<file path="src/rtl/sap_control_sequencer.sv">
// Control sequencer for the SAP 8-bit datapath. A registered T-state counter walks
// fetch (T0..T2) and the opcode-specific execute steps (T3..T6). Every strobe is
// decoded combinationally from the current step, the opcode, the flags and run.
module sap_control_sequencer (
  input  logic       clock,
  input  logic       reset,
  input  logic       run,
  input  logic [3:0] opcode,
  input  logic       flag_c,
  input  logic       flag_z,
  output logic       mar_in,
  output logic       ram_in,
  output logic       ram_out,
  output logic       pc_inc,
  output logic       pc_load,
  output logic       ir_in,
  output logic       a_in,
  output logic       b_in,
  output logic       out_in,
  output logic       flags_in,
  output logic       sub,
  output logic [2:0] bus_sel,
  output logic [2:0] step,
  output logic       halted,
  output logic       instr_done
);

  localparam logic [2:0] BusNone = 3'd0;
  localparam logic [2:0] BusPc   = 3'd1;
  localparam logic [2:0] BusRam  = 3'd2;
  localparam logic [2:0] BusIr   = 3'd3;
  localparam logic [2:0] BusA    = 3'd4;
  localparam logic [2:0] BusAlu  = 3'd5;

  typedef enum logic [2:0] {T0, T1, T2, T3, T4, T5, T6} step_e;

  step_e step_q, step_d;
  logic  halted_q, halted_d;

  // Step counter and halt flag; reset clears both asynchronously.
  always_ff @(posedge clock or posedge reset) begin
    if (reset) begin
      step_q   <= T0;
      halted_q <= 1'b0;
    end else begin
      step_q   <= step_d;
      halted_q <= halted_d;
    end
  end

  // Strobe decode and next step; reset and HALT force every strobe low.
  always_comb begin
    mar_in     = 1'b0;
    ram_in     = 1'b0;
    ram_out    = 1'b0;
    pc_inc     = 1'b0;
    pc_load    = 1'b0;
    ir_in      = 1'b0;
    a_in       = 1'b0;
    b_in       = 1'b0;
    out_in     = 1'b0;
    flags_in   = 1'b0;
    sub        = 1'b0;
    bus_sel    = BusNone;
    instr_done = 1'b0;
    step_d     = step_q;
    halted_d   = halted_q;

    if (halted_q) begin
      step_d = T0;
    end else if (!reset) begin
      case (step_q)
        T0: begin
          if (run) begin
            bus_sel = BusPc;
            mar_in  = 1'b1;
            step_d  = T1;
          end
        end
        T1: begin
          ram_out = 1'b1;
          pc_inc  = 1'b1;
          step_d  = T2;
        end
        T2: begin
          bus_sel = BusRam;
          ir_in   = 1'b1;
          step_d  = T3;
        end
        T3: begin
          // Anything not continuing to T4 finishes here; overridden below.
          instr_done = 1'b1;
          step_d     = T0;
          case (opcode)
            4'd1, 4'd2, 4'd3, 4'd4: begin
              bus_sel    = BusIr;
              mar_in     = 1'b1;
              instr_done = 1'b0;
              step_d     = T4;
            end
            4'd5: begin
              bus_sel = BusIr;
              a_in    = 1'b1;
            end
            4'd6: begin
              bus_sel = BusIr;
              pc_load = 1'b1;
            end
            4'd7: begin
              bus_sel = BusIr;
              pc_load = flag_c;
            end
            4'd8: begin
              bus_sel = BusIr;
              pc_load = flag_z;
            end
            4'd14: begin
              bus_sel = BusA;
              out_in  = 1'b1;
            end
            4'd15: halted_d = 1'b1;
            default: ;
          endcase
        end
        T4: begin
          step_d = T0;
          case (opcode)
            4'd1, 4'd2, 4'd3: begin
              ram_out = 1'b1;
              step_d  = T5;
            end
            4'd4: begin
              bus_sel    = BusA;
              ram_in     = 1'b1;
              instr_done = 1'b1;
            end
            default: ;
          endcase
        end
        T5: begin
          step_d = T0;
          case (opcode)
            4'd1: begin
              bus_sel    = BusRam;
              a_in       = 1'b1;
              instr_done = 1'b1;
            end
            4'd2, 4'd3: begin
              bus_sel = BusRam;
              b_in    = 1'b1;
              step_d  = T6;
            end
            default: ;
          endcase
        end
        T6: begin
          step_d = T0;
          if (opcode == 4'd2 || opcode == 4'd3) begin
            bus_sel    = BusAlu;
            a_in       = 1'b1;
            flags_in   = 1'b1;
            sub        = (opcode == 4'd3);
            instr_done = 1'b1;
          end
        end
        default: step_d = T0;
      endcase
    end
  end

  assign step   = step_q;
  assign halted = halted_q;

endmodule

</file>
<file path="config.mk">
export PLATFORM = sky130hd
export DESIGN_NAME = sap_control_sequencer
export DESIGN_NICKNAME = d
export VERILOG_FILES = /design/src/rtl/sap_control_sequencer.sv
export SDC_FILE = /design/constraint.sdc
export NUM_CORES = 1
export LEC_CHECK = 0
export CORE_UTILIZATION = 46
export CTS_BUF_LIST = sky130_fd_sc_hd__clkbuf_8
export DETAILED_ROUTE_END_ITERATION = 6
export PLACE_DENSITY = 0.92
export SYNTH_ARGS = -nofsm -noshare
export SYNTH_HDL_FRONTEND = slang
export SYNTH_SLANG_ARGS = --single-unit
</file>
<file path="constraint.sdc">
create_clock -name clock -period 2.7 [get_ports clock]
set_input_delay 0.54 -clock clock [delete_from_list [all_inputs] [get_ports clock]]
set_output_delay 0.54 -clock clock [all_outputs]
set_load 0.05 [all_outputs]
</file>
==> impl_metrics.csv, run 1 <==
group,metric,value,unit
outcome,status,"stopped before the end",
outcome,lastStage,"clock tree synthesis",
outcome,error_line,"[ERROR DPL-0033] detailed placement checks failed during check placement.",
clock_tree,cts_max_level,1,
clock_tree,cts_resized,7,
logic_synthesis,netlist_area,634.4,µm²
logic_synthesis,synth_edf_count,0,
clock_tree,post_cts_buffers,0,
floorplanning,io_pins,28,
floorplanning,initial_core_util,49.37,%
clock_tree,cts.sinks,4,
clock_tree,cts-root-buf,"clkbuf_8",
logic_synthesis,yosysSeqAreaShare,15.78,%
logic_synthesis,ys.warnings.count,0,
logic_synthesis,synth.avg_cell_area,6.971,µm²
clock_tree,ctsLongestPathBuffers,2,
floorplanning,die_w,39.14,µm
placed_design,io_buffers,27,
logic_synthesis,syn_inst,91,
floorplanning,rows,13,
logic_synthesis,async_flop_share,100.0,%
placed_design,gp_congestion,0.8999,
logic_synthesis,synth_ff_type,"dfrtp_1",
logic_synthesis,netlist-cell-type-count,38,
clock_tree,cts_hold_buf,0,
logic_synthesis,synth_nets,100,
placed_design,dp_hpwl,2.155,mm
clock_tree,cts_inserted_buffers,3,
floorplanning,die_y,39.14,µm
logic_synthesis,ys_ff_latch,4,
[cell families after synthesis]
| kind of cell | synth area share, % |
|---|---|
| and+or+nand+nor | 46.75 |
| AOI/OAI and AO/OA | 28.20 |
| buffers and inverters | 9.271 |
| DFF | 15.78 |
[synthesized netlist by cell type, types with 2 or more instances]
cell type / instances / area (µm²)
nand3_1: 5 / 25.02
o221ai_1: 2 / 17.52
inv_1: 5 / 18.77
nor3b_1: 4 / 30.03
a31oi_1: 2 / 12.51
nor3_1: 6 / 30.03
clkbuf_1: 5 / 18.77
o2111ai_1: 4 / 35.03
nand2_1: 5 / 18.77
or4_1: 2 / 15.01
o41ai_1: 2 / 17.52
nor2_1: 10 / 37.54
nand4_1: 3 / 18.77
buf_2: 2 / 10.01
and3b_1: 2 / 17.52
o21ai_1: 2 / 10.01
a311oi_1: 2 / 17.52
nor2b_1: 3 / 18.77
a21oi_1: 3 / 15.01
dfrtp_1: 4 / 100.1
[per-stage QoR]
step	setup slack [ns]	TNS, ns	std cells	instance area, µm²
after floorplan	0.01756	0	91	680.7
after global placement	0.01221	0	142	1199
after detailed placement	-0.1122	-0.2696	142	1199
==> run 2, diff against run 1 <==
==> config.mk (replaced) <==
export PLATFORM = sky130hd
export DESIGN_NAME = sap_control_sequencer
export DESIGN_NICKNAME = d
export VERILOG_FILES = /design/src/rtl/sap_control_sequencer.sv
export SDC_FILE = /design/constraint.sdc
export NUM_CORES = 1
export LEC_CHECK = 0
export CORE_AREA = 2 2 63 65
export DETAILED_ROUTE_END_ITERATION = 6
export DIE_AREA = 0 0 65 67
export PLACE_DENSITY_LB_ADDON = 0.15
export SYNTH_ARGS = -nofsm -noshare
export SYNTH_HDL_FRONTEND = slang
export SYNTH_SLANG_ARGS = --single-unit
==> run 2 against run 1 <==
The flow now finishes without violations. Synthesized cell count unchanged. Area after synthesis stayed put.
==> impl_metrics.csv, run 2 <==
group,metric,value,unit
drt,drtPass1Iterations,4,
finish,largest_register_ffs,3,
global_routing,grt_first_pass_wirelength,3.850,mm
floorplanning,die-area,0.004355,mm²
clock_tree,cts_max_level,1,
logic_synthesis,syn_inst,91,
finish,fin_cells,178,
clock_tree,post_cts_buffers,0,
floorplanning,die_w,65,µm
sta,skew,0.003509,ns
finish,syn_to_final_growth,104.5,%
logic_synthesis,synth_ff_type,"dfrtp_1",
power_and_ir_drop,vdd_drop_max,0.1544,mV
critical_path,critPathCaptureType,"output port",
critical_path,r2r-end,"step[2]",
critical_path,arrival,2.04,ns
finish,mostFrequentLayoutCells,"buf_4 (16), buf_12 (15), nor2_1 (10), clkdlybuf4s50_1 (8)",
logic_synthesis,synth.top_cells.by_area,"dfrtp_1 (16%), nor2_1 (5.9%), o2111ai_1 (5.5%)",
sta,layout_setup_ws,0.1153,ns
global_routing,grt_overflow,0,
sta,hold_viol,0,
logic_synthesis,netlist_area,634.4,µm²
power_and_ir_drop,p_seq_share,25.6,%
logic_synthesis,netlist-cell-type-count,38,
clock_tree,clk_pin_slew_worst_paths,0.03,ns
placed_design,dp_slack,-0.08143,ns
logic_synthesis,yosysMostFrequentCell,"nor2_1",
logic_synthesis,synth_top_area_share,15.78,%
outcome,status,"finished clean",
drt,ant_nets,0,
power_and_ir_drop,p_leak,0.4709,nW
critical_path,crit_type,"in2out",
global_routing,track_usage,11.61,%
power_and_ir_drop,p_int,0.1790,mW
logic_synthesis,ys.warnings.count,0,
power_and_ir_drop,pwr_density_cell,182.1,mW/mm²
placed_design,dp_hpwl,1.929,mm
sta,rsz0062_at_grt,"no",
sta,fmax,386.9,MHz
sta,setup_viol,0,
sta,fin_crit,2.585,ns
job,maxCapViolCount,0,
critical_path,reg2reg_setup_slack,0.97,ns
clock_tree,cts_inserted_buffers,3,
power_and_ir_drop,p_sw,0.05727,mW
finish,mostFrequentLayoutCell,"buf_4",
logic_synthesis,async_flop_share,100.0,%
sta,min_period_over_period,95.73,%
critical_path,cp.required,2.16,ns
clock_tree,cts.sinks,4,
clock_tree,cts-root-buf,"clkbuf_8",
finish,finalNetCount,141,
hold_path,hp-class,"reg2reg",
sta,slew_headroom,66.83,%
floorplanning,die_y,67,µm
logic_synthesis,synth.avg_cell_area,6.971,µm²
sta,worstMarginPinSlew,0.4960,ns
clock_tree,cts_tree,"done",
global_routing,grt_max_degree,13,
critical_path,crit_path_end,"bus_sel[0]",
logic_synthesis,synth_edf_count,0,
finish,utilization,35.98,%
floorplanning,fp.coreArea,0.003606,mm²
critical_path,cp-startpoint,"opcode[2]",
power_and_ir_drop,p_clk_share,53.9,%
finish,nFillCells,376,
logic_synthesis,yosys-top-cells-count,"nor2_1 (10), nor3_1 (6)",
logic_synthesis,yosysSeqAreaShare,15.78,%
global_routing,antenna_found_initial,0,
drt,wl,2.425,mm
placed_design,dp_cells,175,
critical_path,r2r-start,"step[1]",
floorplanning,rows,22,
placed_design,gp_congestion,0.8343,
drt,drtIter0Drc,23,
floorplanning,initial_core_util,17.59,%
logic_synthesis,synth_nets,100,
power_and_ir_drop,swShare,24.24,%
floorplanning,io_pins,28,
logic_synthesis,ys_ff_latch,4,
clock_tree,worst_skew_pair.late_latency,0.22,ns
critical_path,worstRegToRegCells,4,
global_routing,grt_pass1_vias,805,
drt,vias,850,
critical_path,startpoint_type,"input pin",
sta,slew_violations,0,
drt,drc,0,
critical_path,crit_fanout,10,
clock_tree,cts_resized,6,
clock_tree,ctsLongestPathBuffers,2,
logic_synthesis,synth_top_area_cell,"dfrtp_1",
finish,n_antenna_cell,0,
drt,drt-vias-per-instance,4.775,
placed_design,io_buffers,27,
drt,avgRoutedWirePerCell,13.62,µm
power_and_ir_drop,power_frac_comb,20.6,%
finish,drive_gt1_share,36.15,%
clock_tree,cts_hold_buf,0,
## run 2: cell counts after synthesis
Identical to the previous run, type by type.
## run 2: cells by family after synthesis
kind of cell           count (synthesis)  share of synthesized area [%]
DFF                                    4                          15.78
and+or+nand+nor                       50                          46.75
AOI/OAI and AO/OA                     23                          28.20
buffers and inverters                 14                          9.271
## run 2: worst min-delay path by stage
stage / start / endpoint / slack [ns] / cells after the start
2_1_floorplan: reset / halted / 0.32 / 1
3_3_place_gp: halted / step[1] / 0.53 / 1
3_5_place_dp: halted / step[1] / 0.53 / 1
4_1_cts: halted / step[1] / 0.53 / 1
5_1_grt: halted / step[1] / 0.58 / 1
6_report: halted / step[1] / 0.52 / 1
## run 2: per-layer routing
layer / vias up / global-route usage (%) / part of all wire (%)
li1: 433 / - / -
met4: 0 / 3.191 / 0
met1: 399 / 14.40 / 43
met2: 18 / 19.46 / 52
met5: - / 0 / 0
met3: 0 / 3.378 / 4.5
## run 2: through the flow
step	hold slack (ns)	TNS, ns	area, µm²	power (mW)
detailed placement	0.5290	-0.1700	1252	0.1100
global placement	0.5311	-0.2528	1252	0.1100
finish	0.5242	0	1297	0.2363
global route	0.5804	0	1297	0.2494
floorplan	0.3229	0	680.7	0.08239
CTS	0.5327	0	1297	0.2407
## run 2: area by class of cell
type / count / area [µm²] / share of cell area (%)
clock buffers: 3 / 41.29 / 3.182
inverters: 6 / 22.52 / 1.736
multi-input cells: 73 / 526.8 / 40.60
flip-flops and latches: 4 / 100.1 / 7.715
well taps: 48 / 60.06 / 4.629
repair buffers: 44 / 546.8 / 42.14
## run 2: power groups by stage
stage / combinational, mW / clock (mW) / sequential [mW]
after floorplan: 0.0213 / 0 / 0.0610
after global placement: 0.0489 / 0 / 0.0610
after detailed placement: 0.0490 / 0 / 0.0610
after CTS: 0.0484 / 0.132 / 0.0604
after global routing: 0.0527 / 0.136 / 0.0603
final: 0.0486 / 0.127 / 0.0604
## run 2: worst max-delay path, stage by stage
cell           delay (ns)
dlygate4sd2_1        0.30
buf_4                0.19
o31ai_2              0.26
nand4_1              0.16
a311oi_2             0.41
buf_12               0.18
Note: power is estimated with default switching activity, not from simulation.
==> run 3, diff against run 2 <==
--- a/config.mk
+++ b/config.mk
@@ -12,3 +12,4 @@
 export SYNTH_ARGS = -nofsm -noshare
 export SYNTH_HDL_FRONTEND = slang
 export SYNTH_SLANG_ARGS = --single-unit
+export TNS_END_PERCENT = 100
==> constraint.sdc (replaced) <==
create_clock -name clock -period 3.2 [get_ports clock]
set_input_delay 0.64 -clock clock [delete_from_list [all_inputs] [get_ports clock]]
set_output_delay 0.64 -clock clock [all_outputs]
set_load 0.05 [all_outputs]
==> run 3 against run 2 <==
Power is 18% lower. Routed wire length is 5.3% lower. Critical path depth is 1 lower. Cell count is 3.9% lower. Core utilization is 3.0 points lower. Sequential cell count stayed put. Die area stayed put. Clock skew is 0.0022 ns lower. Sequential share of layout area is 0.71 points higher. Global-route usage is 0.46 points lower. Sequential power is 16% lower. Design area is 8.4% lower. Critical endpoint is now bus_sel[2]. Highest routed layer unchanged.
==> impl_metrics.csv, run 3 (same netlist as run 2, synthesis figures left out) <==
group,metric,value,unit
outcome,status,"finished clean",
clock_tree,clk_pin_slew_worst_paths,0.03,ns
clock_tree,cts_hold_buf,0,
global_routing,grt_pass1_vias,813,
sta,hold_viol,0,
placed_design,dp_hpwl,1.846,mm
sta,slew_headroom,66.83,%
floorplanning,rows,22,
finish,mostFrequentLayoutCell,"buf_12",
sta,skew,0.001359,ns
sta,rsz0062_at_grt,"no",
placed_design,io_buffers,27,
drt,avgRoutedWirePerCell,13.43,µm
critical_path,crit_type,"in2out",
clock_tree,cts_max_level,1,
critical_path,arrival,2.40,ns
power_and_ir_drop,power,0.1943,mW
finish,fin_cells,171,
finish,drive_gt1_share,27.64,%
sta,slew_violations,0,
drt,drc,0,
floorplanning,fp.coreArea,0.003606,mm²
sta,setup_viol,0,
global_routing,grt_overflow,0,
finish,largest_register_ffs,3,
clock_tree,ctsLongestPathBuffers,2,
drt,drtIter0Drc,16,
critical_path,cp.required,2.56,ns
finish,mostFrequentLayoutCells,"buf_12 (14), clkdlybuf4s50_1 (12), buf_4 (11), nor2_1 (10), nor3_1 (6)",
critical_path,crit_fanout,8,
finish,nFillCells,385,
floorplanning,die_w,65,µm
job,maxCapViolCount,0,
global_routing,antenna_found_initial,0,
critical_path,critPathCaptureType,"output port",
global_routing,grt_max_degree,18,
clock_tree,worst_skew_pair.late_latency,0.21,ns
finish,syn_to_final_growth,87.38,%
drt,wl,2.297,mm
sta,fin_crit,3.038,ns
clock_tree,cts-root-buf,"clkbuf_8",
sta,finalSetupTns,0,ns
drt,drtPass1Iterations,4,
global_routing,grt_first_pass_wirelength,3.815,mm
finish,final_area,0.001189,mm²
clock_tree,cts_inserted_buffers,3,
clock_tree,cts_resized,0,
floorplanning,io_pins,28,
drt,vias,825,
sta,hold_ws,0.5323,ns
floorplanning,die_y,67,µm
global_routing,track_usage,11.15,%
floorplanning,die-area,0.004355,mm²
hold_path,hp-class,"reg2reg",
sta,min_period_over_period,94.94,%
placed_design,dp_cells,168,
floorplanning,initial_core_util,17.59,%
drt,ant_nets,0,
sta,fmax,329.2,MHz
power_and_ir_drop,pwr_density_cell,163.4,mW/mm²
critical_path,startpoint_type,"input pin",
placed_design,place_area,0.001147,mm²
drt,drt-vias-per-instance,4.825,
sta,worstMarginPinSlew,0.4960,ns
clock_tree,post_cts_buffers,0,
placed_design,gp_congestion,0.8953,
finish,finalNetCount,134,
power_and_ir_drop,vdd_drop_max,0.1572,mV
clock_tree,cts_tree,"done",
power_and_ir_drop,p_leak,0.4256,nW
clock_tree,cts.sinks,4,
finish,n_antenna_cell,0,
## run 3: changes by cell type in the layout (fill, tap and decap cells not counted), sizes merged
| cell | change |
|---|---|
| dlygate4sd2 | -4 |
| buf | -7 |
| clkdlybuf4s50 | +4 |
## run 3: power by group
part           switching (mW)  total, mW  internal [mW]
clock network          0.0240      0.104         0.0800
registers                   0     0.0510         0.0510
logic                  0.0205     0.0393         0.0187
## run 3: path summary, 6_finish.rpt
path / startpoint / end / slack, ns / depth (start not counted)
max: opcode[2] / bus_sel[2] / 0.16 / 5
min: halted / step[1] / 0.53 / 1
max reg2reg: step[1] / step[2] / 1.58 / 4
min reg2reg: halted / step[1] / 0.53 / 1
max in group asynchronous: reset / halted / 2.19 / 3
min in group asynchronous: reset / step[0] / 0.91 / 3
## run 3: area by class of cell
cell class / instances / area [µm²] / share of cell area [%]
flip-flops and latches: 4 / 100.1 / 8.421
repair buffers: 37 / 483.0 / 40.63
well taps: 48 / 60.06 / 5.053
clock buffers: 3 / 41.29 / 3.474
inverters: 6 / 22.52 / 1.895
multi-input cells: 73 / 481.7 / 40.53
## run 3: worst max-delay path, cell delays in order
cell,delay (ns)
clkdlybuf4s50_1,0.63
nand3_1,0.17
or4_4,0.44
a311oi_2,0.34
buf_12,0.18
## run 3: layer usage
| metal | vias to the layer above | track usage (%) | part of all wire, % |
|---|---|---|---|
| met2 | 19 | 18.81 | 48 |
| met3 | 0 | 2.703 | 4.4 |
| met1 | 386 | 14.01 | 47 |
| met4 | 0 | 3.191 | 0 |
| li1 | 420 | - | - |
| met5 | - | 0 | 0 |
## run 3: per-stage QoR
step	util, %	setup slack (ns)
global placement	31.82	0.1791
CTS	32.96	0.1668
finish	32.96	0.1619
detailed placement	31.82	0.1686
floorplan	-	0.0004159
global route	32.96	0.04533
==> variant: new RTL, config.mk and constraints of run 3 <==
Reset style: synchronous (`reset`), changed in one clocked block. Comments in the files are not updated.
--- a/src/rtl/sap_control_sequencer.sv
+++ b/src/rtl/sap_control_sequencer.sv
@@ -40,3 +40,3 @@
   // Step counter and halt flag; reset clears both asynchronously.
-  always_ff @(posedge clock or posedge reset) begin
+  always_ff @(posedge clock) begin
     if (reset) begin
Formal check against the unedited RTL: differs if reset is asserted again (counterexample within 4 cycles, from zero or initial values and one cycle with reset high); with reset held inactive, the same outputs for 10 cycles.
==> variant against run 3 <==
Register-to-register slack worse by 80 ps. Sequential cell count did not move. Wire length down 4.7%. Worst hold slack improved by 43 ps. Via count shrank 3.4%. Area after synthesis is 0.99% higher. Setup slack better by 44 ps. Cell count decreased by 2.9%. Non-clock buffer count fell by 4. Cell area fell by 3.6%. Critical endpoint is now bus_sel[1]. Highest routed layer unchanged.
Power is not compared: it rests on default switching activity, and its combinational part moved more than twofold at a synthesized area within 25%.
==> variant: results (changes against run 3) <==
GLOBAL_ROUTE.USAGE.TOTAL_PCT=10.4  # was 11.1%
FILLCELLCOUNT=389  # was 385
DETAILED_PLACE_HPWL_MM=1.71  # was 1.85 mm
WORST_SLEW_PIN_SLEW_PS=630  # was 496 ps
CRITPATHMAXSTAGEDELAY_PS=570  # was 630 ps
SYNTH_TOP_CELLS_BY_COUNT='nor2_1, buf_2, nand2_1'  # was nor2_1, nor3_1
SYNTH_COMPOUND_AREA_SHARE_PCT=28.1  # was 28.2%
SHARE_OF_FLIP_FLOPS_WITH_AN_ASYNCHRONOUS_SET_OR_RESET_PCT=0  # was 100%
SYNTHESIS.YOSYS.WARNINGS=0  # unchanged
GRT_PASS1_VIAS=776  # was 813
REG2REG_SLACK_PS=1500  # was 1580 ps
HOLD_PATH_STARTPOINT='step[2]$_SDFFE_PP0P_'  # was halted$_DFF_PP0_
DR.FIRST_ITER.DRC_COUNT=12  # was 16
POST_SYNTH_XOR_AREA_FRACTION_PCT=1.37  # was 0%
OUTCOME='complete, no violations'  # unchanged
SYNTH_CELL_TYPES=45  # was 38
GRT_PASS1_WL_MM=3.48  # was 3.82 mm
CTS_HOLD_BUFFERS=0  # unchanged
PORT-BUFFER-COUNT=27  # unchanged
RR_ENDPOINT='step[2]$_SDFFE_PP0P_'  # was step[2]$_DFFE_PP0P_
DRT-PASS1-ITER-COUNT=6  # was 4
TOTALWIRELENGTH_MM=2.19  # was 2.30 mm
TIMING.CLOCK.SKEW_PS=1.45  # was 1.36 ps
TIMING.REG2REG.WORST_PATH_DEPTH=3  # was 4
LARGEST_FANOUT_OF_ANY_NET_ON_THE_CRITICAL_PATH=10  # was 8
SYNTH.TOP_CELLS.BY_AREA='dfxtp_1, nor2_1, buf_2, nor2b_1, nand2_1'  # was dfrtp_1, nor2_1, o2111ai_1, nor3_1, nor3b_1
GRT_MAX_DEGREE=22  # was 18
WORST_HOLD_PATH.ENDPOINT='step[0]$_SDFFE_PP0P_'  # was step[1]$_DFFE_PP0P_
HOLDWS_PS=576  # was 532 ps
SYNTH-MAIN-FF-CELL='dfxtp_1'  # was dfrtp_1
NUM_VIAS=797  # was 825
MAPPEDNETLISTNETS=100  # unchanged
WHS_PATH_DEPTH=2  # was 1
REGTOREGSTARTPOINT='step[1]$_SDFFE_PP0P_'  # was step[1]$_DFFE_PP0P_
GP_ROUTABILITY_CONGESTION=0.777  # was 0.895
FINALNETCOUNT=129  # was 134
ARRIVAL_PS=2350  # was 2400 ps
YOSYSSEQAREASHARE_PCT=12.5  # was 15.8%
SHARE_OF_FINAL_LAYOUT_STANDARD_CELLS_STRONGER_THAN_DRIVE_STRENGTH_1_PCT=26.3  # was 27.6%
==> variant: cell count changes after synthesis, sizes merged, moves of 4 or more <==
cell / delta
buf: +4
dfrtp: -4
dfxtp: +4
nand3: -4
==> variant: cell families after synthesis <==
logic type                Yosys count
DFF                                 4
and+or+nand+nor                    49
buffers and inverters              13
AOI/OAI and AO/OA                  24
xor gates and xnor gates            1
==> variant: per-layer routing <==
metal  vias up  routed length (um)  GRT usage [%]
li1        398                   -              -
met1       373                 982           12.6
met2        26                1080           17.7
met3         0                 124           3.38
met4         0                   0           2.39
met5         -                   0              0
==> variant: cell type report <==
cell class              count  area share [%]
clock buffers               3            3.60
well taps                  48            5.24
inverters                   4            1.31
flip-flops and latches      4            6.99
multi-input cells          74            43.3
repair buffers             33            39.5
==> variant: power breakdown <==
group | internal [mW] | total (mW) | leakage (nW) | switching, mW
logic | 0.0630 | 0.141 | 0.363 | 0.0780
clock network | 0.0804 | 0.108 | 0.0216 | 0.0281
registers | 0.0536 | 0.0691 | 0.0327 | 0.0155
total | 0.197 | 0.319 | 0.417 | 0.122
==> variant: worst max-delay path: cells and delay by family <==
family          cells  cell delay (ps)
buf+inv             2              750
simple gates        1              490
compound gates      2              480
==> variant: through the flow <==
step | worst slack (ps) | utilization [%] | cell area [um^2] | cells
detailed placement | 211 | 30.6 | 1100 | 163
global placement | 243 | 30.6 | 1100 | 163
global route | 97.7 | 31.8 | 1150 | 166
floorplan | 163 | - | 641 | 91
CTS | 212 | 31.8 | 1150 | 166
finish | 206 | 31.8 | 1150 | 166
==> variant: worst max path at each step <==
stage	start	end	cells after the start
floorplan	step[1]$_SDFFE_PP0P_	bus_sel[0]	4
global placement	opcode[2]	ram_out	5
detailed placement	opcode[2]	ram_out	5
CTS	opcode[0]	bus_sel[1]	5
global route	opcode[0]	bus_sel[1]	5
finish	opcode[0]	bus_sel[1]	5
